==> src/rtl/core_clk_pkg.sv <==
// Shared mode encoding and default sizing for the core clock controller.
package core_clk_pkg;

  typedef enum logic [1:0] {
    MODE_HALT = 2'b00,
    MODE_STEP = 2'b01,
    MODE_RUN  = 2'b10,
    MODE_FAST = 2'b11
  } mode_e;

  localparam int POR_W_DEF      = 25;
  localparam int DEB_CYCLES_DEF = 500000;
  localparam int RST_HOLD_DEF   = 16;
  localparam int DIV_W_DEF      = 8;

endpackage

==> src/rtl/core_clk_ctrl_if.sv <==
// Control/status bundle between the board-level key/mode inputs and the CPU clock-enable logic.
interface core_clk_ctrl_if #(
  parameter int DIV_W = core_clk_pkg::DIV_W_DEF
);
  import core_clk_pkg::*;

  logic             key_rst_n;
  logic             key_step_n;
  mode_e            mode;
  logic [DIV_W-1:0] div;
  logic             rst_req;
  logic             core_rst;
  logic             core_clk_en;
  logic             por_done;
  logic [31:0]      cycle_count;

  modport master (
    output key_rst_n, key_step_n, mode, div, rst_req,
    input  core_rst, core_clk_en, por_done, cycle_count
  );

  modport slave (
    input  key_rst_n, key_step_n, mode, div, rst_req,
    output core_rst, core_clk_en, por_done, cycle_count
  );

endinterface

==> src/rtl/core_clk_ctrl_key_debounce.sv <==
// Two-flop synchroniser plus debouncer for one raw active-low push button.
module key_debounce
  import core_clk_pkg::*;
#(
  parameter int DEB_CYCLES = DEB_CYCLES_DEF
) (
  input  logic clk50,
  input  logic rst,
  input  logic key_n,
  output logic pressed
);

  localparam int CNT_W = (DEB_CYCLES < 1) ? 1 : $clog2(DEB_CYCLES + 1);

  logic             sync_p0;
  logic             sync_p1;
  logic [CNT_W-1:0] stable_cnt;
  logic             differs;

  assign differs = (~sync_p1) ^ pressed;

  always_ff @(posedge clk50) begin
    if (rst) begin
      sync_p0    <= 1'b1;
      sync_p1    <= 1'b1;
      stable_cnt <= '0;
      pressed    <= 1'b0;
    end else begin
      sync_p0 <= key_n;
      sync_p1 <= sync_p0;
      // Any cycle that agrees with the accepted state restarts the stability window.
      if (!differs) begin
        stable_cnt <= '0;
      end else if (stable_cnt == CNT_W'(DEB_CYCLES - 1)) begin
        stable_cnt <= '0;
        pressed    <= ~pressed;
      end else begin
        stable_cnt <= stable_cnt + 1'b1;
      end
    end
  end

endmodule

==> src/rtl/core_clk_ctrl.sv <==
// CPU clock/reset controller: power-on hold, debounced keys, reset stretching
// and the HALT/STEP/RUN/FAST advance-strobe generator with a strobe counter.
module core_clk_ctrl
  import core_clk_pkg::*;
#(
  parameter int POR_W      = POR_W_DEF,
  parameter int DEB_CYCLES = DEB_CYCLES_DEF,
  parameter int RST_HOLD   = RST_HOLD_DEF,
  parameter int DIV_W      = DIV_W_DEF
) (
  input logic            clk50,
  input logic            rst,
  core_clk_ctrl_if.slave bus
);

  localparam int HOLD_W = (RST_HOLD < 1) ? 1 : $clog2(RST_HOLD + 1);

  logic [POR_W:0]    por_cnt;
  logic              por_sat;
  logic              rst_key_pressed;
  logic              step_pressed;
  logic              step_prev;
  logic              step_rise;
  logic [HOLD_W-1:0] hold_cnt;
  logic              rst_src;
  logic              core_rst;
  mode_e             mode_q;
  logic              mode_chg;
  logic [DIV_W-1:0]  div_q;
  logic [DIV_W-1:0]  div_cnt;
  logic              div_hit;
  logic              strobe;
  logic [31:0]       cnt_q;

  key_debounce #(.DEB_CYCLES(DEB_CYCLES)) u_key_rst (
    .clk50   (clk50),
    .rst     (rst),
    .key_n   (bus.key_rst_n),
    .pressed (rst_key_pressed)
  );

  key_debounce #(.DEB_CYCLES(DEB_CYCLES)) u_key_step (
    .clk50   (clk50),
    .rst     (rst),
    .key_n   (bus.key_step_n),
    .pressed (step_pressed)
  );

  // The POR counter saturates on its top bit, so that bit alone marks completion.
  assign por_sat   = por_cnt[POR_W];
  assign rst_src   = rst | ~por_sat | rst_key_pressed | bus.rst_req;
  assign core_rst  = rst_src | (hold_cnt != '0);
  assign mode_chg  = (bus.mode != mode_q);
  assign step_rise = step_pressed & ~step_prev;
  assign div_hit   = (div_cnt >= div_q);

  always_comb begin
    strobe = 1'b0;
    if (!core_rst && !mode_chg) begin
      case (bus.mode)
        MODE_STEP: strobe = step_rise;
        MODE_RUN:  strobe = div_hit;
        MODE_FAST: strobe = 1'b1;
        default:   strobe = 1'b0;
      endcase
    end
  end

  // mode_q/div_q simply track their inputs; mode_q makes a mode change visible for one cycle.
  always_ff @(posedge clk50) begin
    mode_q <= bus.mode;
    div_q  <= bus.div;
  end

  always_ff @(posedge clk50) begin
    if (rst) begin
      por_cnt   <= '0;
      hold_cnt  <= '0;
      step_prev <= 1'b0;
      div_cnt   <= '0;
      cnt_q     <= '0;
    end else begin
      if (!por_sat) begin
        por_cnt <= por_cnt + 1'b1;
      end
      if (rst_src) begin
        hold_cnt <= HOLD_W'(RST_HOLD);
      end else if (hold_cnt != '0) begin
        hold_cnt <= hold_cnt - 1'b1;
      end
      step_prev <= step_pressed;
      if (core_rst || mode_chg || (bus.mode != MODE_RUN) || div_hit) begin
        div_cnt <= '0;
      end else begin
        div_cnt <= div_cnt + 1'b1;
      end
      if (core_rst) begin
        cnt_q <= '0;
      end else if (strobe) begin
        cnt_q <= cnt_q + 32'd1;
      end
    end
  end

  assign bus.core_rst    = core_rst;
  assign bus.core_clk_en = strobe;
  assign bus.por_done    = por_sat & ~rst;
  assign bus.cycle_count = core_rst ? 32'd0 : cnt_q;

endmodule

==> src/flat_wrapper.sv <==
// flat-port wrapper written by rule: the top's interface ports become plain ports
module core_clk_ctrl_flat import core_clk_pkg::*;
#(
  parameter int POR_W      = POR_W_DEF,
  parameter int DEB_CYCLES = DEB_CYCLES_DEF,
  parameter int RST_HOLD   = RST_HOLD_DEF,
  parameter int DIV_W      = DIV_W_DEF
)
  (clk50, rst, bus_key_rst_n, bus_key_step_n, bus_mode, bus_div, bus_rst_req, bus_core_rst, bus_core_clk_en, bus_por_done, bus_cycle_count);
  core_clk_ctrl_if #(.DIV_W(DIV_W)) bus_i ();
  input logic clk50;
  input logic rst;
  input wire logic [$bits(bus_i.key_rst_n)-1:0] bus_key_rst_n;
  input wire logic [$bits(bus_i.key_step_n)-1:0] bus_key_step_n;
  input wire logic [$bits(bus_i.mode)-1:0] bus_mode;
  input wire logic [$bits(bus_i.div)-1:0] bus_div;
  input wire logic [$bits(bus_i.rst_req)-1:0] bus_rst_req;
  output wire logic [$bits(bus_i.core_rst)-1:0] bus_core_rst;
  output wire logic [$bits(bus_i.core_clk_en)-1:0] bus_core_clk_en;
  output wire logic [$bits(bus_i.por_done)-1:0] bus_por_done;
  output wire logic [$bits(bus_i.cycle_count)-1:0] bus_cycle_count;
  assign bus_i.key_rst_n = bus_key_rst_n;
  assign bus_i.key_step_n = bus_key_step_n;
  assign bus_i.mode = bus_mode;
  assign bus_i.div = bus_div;
  assign bus_i.rst_req = bus_rst_req;
  assign bus_core_rst = bus_i.core_rst;
  assign bus_core_clk_en = bus_i.core_clk_en;
  assign bus_por_done = bus_i.por_done;
  assign bus_cycle_count = bus_i.cycle_count;
  core_clk_ctrl #(.POR_W(POR_W), .DEB_CYCLES(DEB_CYCLES), .RST_HOLD(RST_HOLD), .DIV_W(DIV_W)) u_core (.clk50(clk50), .rst(rst), .bus(bus_i));
endmodule
==> config.mk <==
export PLATFORM = sky130hd
export DESIGN_NAME = core_clk_ctrl_flat
export DESIGN_NICKNAME = d
export VERILOG_FILES = /design/src/rtl/core_clk_pkg.sv /design/src/rtl/core_clk_ctrl_if.sv /design/src/rtl/core_clk_ctrl_key_debounce.sv /design/src/rtl/core_clk_ctrl.sv /design/src/flat_wrapper.sv
export SDC_FILE = /design/constraint.sdc
export NUM_CORES = 1
export LEC_CHECK = 0
export ABC_AREA = 1
export CAP_MARGIN = 40
export CORE_AREA = 2 2 138 140
export CTS_CLUSTER_DIAMETER = 30
export DETAILED_ROUTE_END_ITERATION = 8
export DIE_AREA = 0 0 140 142
export SYNTH_ARGS = -nofsm -noshare
export SYNTH_HDL_FRONTEND = slang
export SYNTH_HIERARCHICAL = 1
export SYNTH_SLANG_ARGS = --single-unit
==> constraint.sdc <==
create_clock -name clk50 -period 6.53 [get_ports clk50]
set_clock_uncertainty 0.2 [all_clocks]
set_input_delay 1.959 -clock clk50 [delete_from_list [all_inputs] [get_ports clk50]]
set_output_delay 1.959 -clock clk50 [all_outputs]
set_load 0.05 [all_outputs]
## Word level (Yosys, flattened, before mapping)

Index checks and enable logic that the tools add are counted.

| word-level totals | value |
|---|---|
| logic and storage cells | 69 |
| bits in writable memories | 0 |
| output and inout bits | 35 |
| bits of input ports | 15 |
| memories | 0 |
| flip-flop bits (word level) | 126 |
| bits in read-only memories | 0 |
| latch bits | 0 |

| operators by class | value |
|---|---|
| reduce and logical (&&, ||, !) cells | 15 |
| magnitude comparators | 1 |
| div/mod/pow operators | 0 |
| multipliers | 0 |
| equality and inequality tests | 7 |
| muxes and demuxes | 6 |
| $add $sub $neg | 6 |
| shift operators | 0 |
| bitwise logic cells | 17 |

Operators by type and width:

| operator | number |
|---|---|
| $add A19 B1 Y19 const B | 2 |
| $eq A19 B19 Y1 const B | 2 |
| $add A32 B1 Y32 const B | 1 |
| $mux W32 | 1 |
| $add A26 B1 Y26 const B | 1 |
| $mux W26 | 1 |
| $mux W5 | 2 |
| $not A1 Y1 | 9 |
| $add A8 B1 Y8 const B | 1 |
| $ge A8 B8 Y1 | 1 |
| $reduce_or A2 Y1 | 3 |
| $reduce_or A3 Y1 | 2 |
| $reduce_bool A5 Y1 | 1 |
| $sub A5 B1 Y5 const B | 1 |
| $eq A2 B2 Y1 const B | 2 |
| $or A1 B1 Y1 | 4 |
| $reduce_and A2 Y1 | 2 |
| $logic_or A1 B1 Y1 | 3 |
| $pmux W1 S3 | 1 |
| $and A1 B1 Y1 | 2 |
| $eq A2 B1 Y1 const B | 1 |
| $logic_not A1 Y1 | 2 |
| $ne A2 B2 Y1 | 1 |
| $ne A2 B2 Y1 const B | 1 |
| other kinds (4) | 5 |

## Depth between registers and ports, before layout

| logic depth | value |
|---|---|
| depth in word-level cells | 9 |
| gate-level depth with buffers | 16 |
| gate-level depth less buffers | 16 |

## Modules after synthesis

Netlist, hierarchy kept.

By module, submodules not included:

| module | area each (um2) | seq. area each (um2) | cells an instance | times used |
|---|---|---|---|---|
| core_clk_ctrl | 4050.1 | 1641.6 | 590 | 1 |
| key_debounce | 1121.1 | 440.4 | 164 | 2 |

## Worst setup path before layout

No wires, ideal clock.

| timing path | value |
|---|---|
| path type | input port to output port |
| start | input rst |
| end | output bus_cycle_count[22] |
| required time | 4.371 ns |
| stages | 6 |
| path buffers | 1 |
| arrival time | 3.803 ns |
| path slack | 0.568 ns |
| cell sequence | nor2_4 -> nand2_2 -> nor2_4 -> inv_2 -> buf_1 -> nor2_1 |

| on the way | value |
|---|---|
| cells in the longest elaborated chain, start to end | 5 |

Ends and longest elaborated chain:

| element | RTL line | text |
|---|---|---|
| start, declared | flat_wrapper.sv:12 | `input logic rst;` |
| $or A1 B1 Y1 (3 in a row) | core_clk_ctrl.sv:51 | `assign rst_src = rst \| ~por_sat \| rst_key_pressed \| bus.rst_req;` |
| $or A1 B1 Y1 | core_clk_ctrl.sv:52 | `assign core_rst = rst_src \| (hold_cnt != '0);` |
| net bus_core_rst | flat_wrapper.sv:18 | `output wire logic [$bits(bus_i.core_rst)-1:0] bus_core_rst;` |
| $mux W32 | core_clk_ctrl.sv:108 | `assign bus.cycle_count = core_rst ? 32'd0 : cnt_q;` |
| end, declared | flat_wrapper.sv:21 | `output wire logic [$bits(bus_i.cycle_count)-1:0] bus_cycle_count;` |

The timed path passes the listed nets, and every way through them passes these cells.

## Worst setup path in the final report

| timing path | value |
|---|---|
| start | input rst |
| end | output bus_cycle_count[24] |

| on the way | value |
|---|---|
| cells in the longest elaborated chain, start to end | 5 |

Ends and longest elaborated chain:

| element | RTL line |
|---|---|
| $or A1 B1 Y1 (3 in a row) | core_clk_ctrl.sv:51 |
| $or A1 B1 Y1 | core_clk_ctrl.sv:52 |
| $mux W32 | core_clk_ctrl.sv:108 |

Every way passes these cells.

==> results.md <==
- Status: complete, but fails checks
- Failing checks: DRC
- Layout cells sized above 1: 0.113
- Skew-Pair Late Insertion Delay: 0.41 ns
- CP arrival: 3.81 ns
- ANT nets after route: 0
- Met1 wire length: 6730 um
- Routed wire per std cell: 10.9 um
- Initial DRC Count: 257
- Routed wl met3: 439 um
- Critical Path, Cell by Cell: clkdlybuf4s50_1 > nor2_4 > nand2_2 > nor2_4 > inv_2 > nor2_1 > buf_12
- Final hold slack: 0.207 ns
- DRT Pass-1 Iters: 6
- Final wirelength: 13300 um
- HPWL Detailed: 9650 um
- FILL cells: 1857
- FF+latch count, synth: 126
- Endpoints failing setup: 0
- Chip Width: 140 um
- Worst slack, placed: 0.528 ns
- Ys async rst share: 0
- Syn avg cell area: 6.85 sq um
- Post-CTS Setup Bufs: 0
- Max-cap check violation count: 0
- Largest fanout on the critical path: 37
- Gate Count Post-Synth: 918
- Largest net degree at the start of global routing: 38
- Final hold violation count: 0
- Fin nets: 1005
- Synth Warn #: 6
- Initial core utilization: 0.341
- Grt ovf: 0
- Placed cells: 1191
- Most frequent cells in the layout: nor2_1, nand2_1, inv_1, dfxtp_1
- Area of the core: 0.0185 sq mm
- CTS tree: done
- Top FF cell, synth: dfxtp_1
- Hold/Removal Path Class: flop to flop
- Quantity of hold-fixing buffers added after cts: 0
- Required time of the critical path: 4.37 ns
- Placement Cell Area: 0.00735 sq mm
- Final Instance Area: 0.00786 sq mm
- Slowest stage delay, CP: 0.47 ns
- Leakage: 2.89 nW
- Worst Max-Slew Pin Slew: 0.639 ns
- Cell area after synthesis: 0.00629 sq mm
- Die Y: 142 um
- Sequential cell area: 0.00252 sq mm
- Diodes inserted: 0
- Top routing layer in use: met4
- Min cycle time layout: 5.96 ns
- Slowest cell on crit path: clkdlybuf4s50_1
- WS Path Type: input port to primary output
- Gr usage total: 0.138
- Final period util: 0.913
- Distinct cells, synth: 44
- CTS Buf Count: 17
- Synth area leader: dfxtp_1
- Vias: 5450
- Post-cts repair resize count: 0
- Critical Path Sink Type: primary output
- Row Count: 50
- Met2 WL: 5960 um
- Clk buf depth: 2
- Mapped Nets: 947
- Layout area overhead: 24.9%
- # DRC: 2
- RSZ-0062 raised after global routing: false
- EDFF count, synth: 0
- Final Slew Violations: 0
- Io pins: 50
- Die Area: 0.0199 sq mm
- DR vias/cell: 4.46
- H-Tree Depth: 4
- Multi-input gate area: 0.00317 sq mm
- Power Dens Cells: 207 mW/mm^2
- Post-route insts no fill: 1221
- GP Congestion: 0.799
- Root Buffer: clkbuf_16
- Critical path's most frequent cell: nor2_4
- Fmax: 0.168 GHz
- Setup TNS: 0 ns
- Synth top area share: 0.401
- VDD IR max: 183 uV
- Area contributors post-synth: dfxtp_1, nor2_1, nand2_1, inv_1, a21oi_1
- Clock transition at path regs: 0.05 ns
- Vias in the first global route: 4975
- Initial antenna violation count: 0
- Register area share after synthesis: 0.401
- Port Buf Inserts: 49
- Final Worst Setup Slack: 0.565 ns
- Commonest non-fill, non-tap cell in the layout: nor2_1
- Clock sinks: 126
- Slew headroom: 0.574
- Startpoint Class: input port
- Global-route wire length before repair: 22500 um
==> critical path, delay by kind of cell <==
family	cells	cell delay [ns]
simple gates	4	0.86
buf+inv	3	0.97
==> layer usage <==
metal  global-route usage  vias to the layer above
li1                     -                     2985
met1                0.181                     2399
met2                0.220                       58
met3               0.0394                        8
met4               0.0431                        0
met5                    0                        -
==> area by class of cell <==
class,count,area share
clock buffer,22,0.0591
clock inverter,8,0.00557
inverter,143,0.0683
multi-input combinational,637,0.403
sequential,126,0.321
tap,234,0.0373
timing repair buffer,51,0.106
==> registers in the layout, indices dropped and copies added (netlist names), 2 cells and up <==
name / count
u_core/cnt_q: 32
u_core/div_cnt: 8
u_core/div_q: 8
u_core/hold_cnt: 5
u_core/mode_q: 2
u_core/por_cnt: 26
u_core/u_key_rst/stable_cnt: 19
u_core/u_key_step/stable_cnt: 19
==> logic make-up after synthesis <==
kind of cell | synth area share
AOI/OAI and AO/OA | 0.0752
and+or+nand+nor | 0.366
DFF | 0.401
buffers and inverters | 0.0956
xor gates and xnor gates | 0.0348
adders and majority gates | 0.0278
==> cells in the mapped netlist, drive strengths merged, types with 2 or more instances <==
library cell	number
xor2	19
nand4	17
nor3	25
nor4	4
inv	143
buf	8
ha	14
a21oi	47
nand3	52
xnor2	6
o21bai	3
or2	8
and3	2
nand2	194
dfxtp	126
clkbuf	4
nor2	209
o21ai	27
==> report_power, final <==
group / switching (mW) / leakage [nW] / total (mW) / internal, mW
logic: 0.0173 / 1.61 / 0.0328 / 0.0155
clock network: 0.323 / 0.259 / 0.818 / 0.495
registers: 0.00315 / 1.02 / 0.779 / 0.776
total: 0.344 / 2.89 / 1.63 / 1.29
==> final timing paths <==
| path | start | end | slack [ns] | cells past startpoint |
|---|---|---|---|---|
| worst max-delay path | rst | bus_cycle_count[24] | 0.57 | 7 |
| worst min-delay path | u_core/u_key_rst/sync_p0 | u_core/u_key_rst/sync_p1 | 0.21 | 1 |
| worst max register to register | u_core/por_cnt[25] | u_core/cnt_q[30] | 4.13 | 11 |
| worst min register to register | u_core/u_key_rst/sync_p0 | u_core/u_key_rst/sync_p1 | 0.21 | 1 |
==> stage by stage <==
| stage | util | total power [mW] |
|---|---|---|
| global placement | 0.398 | 0.828 |
| CTS | 0.426 | 1.66 |
| global route | 0.426 | 1.70 |
| finish | 0.426 | 1.63 |
| floorplan | - | 0.814 |
| detailed placement | 0.398 | 0.829 |
No activity file was read; power rests on OpenSTA's default activity.
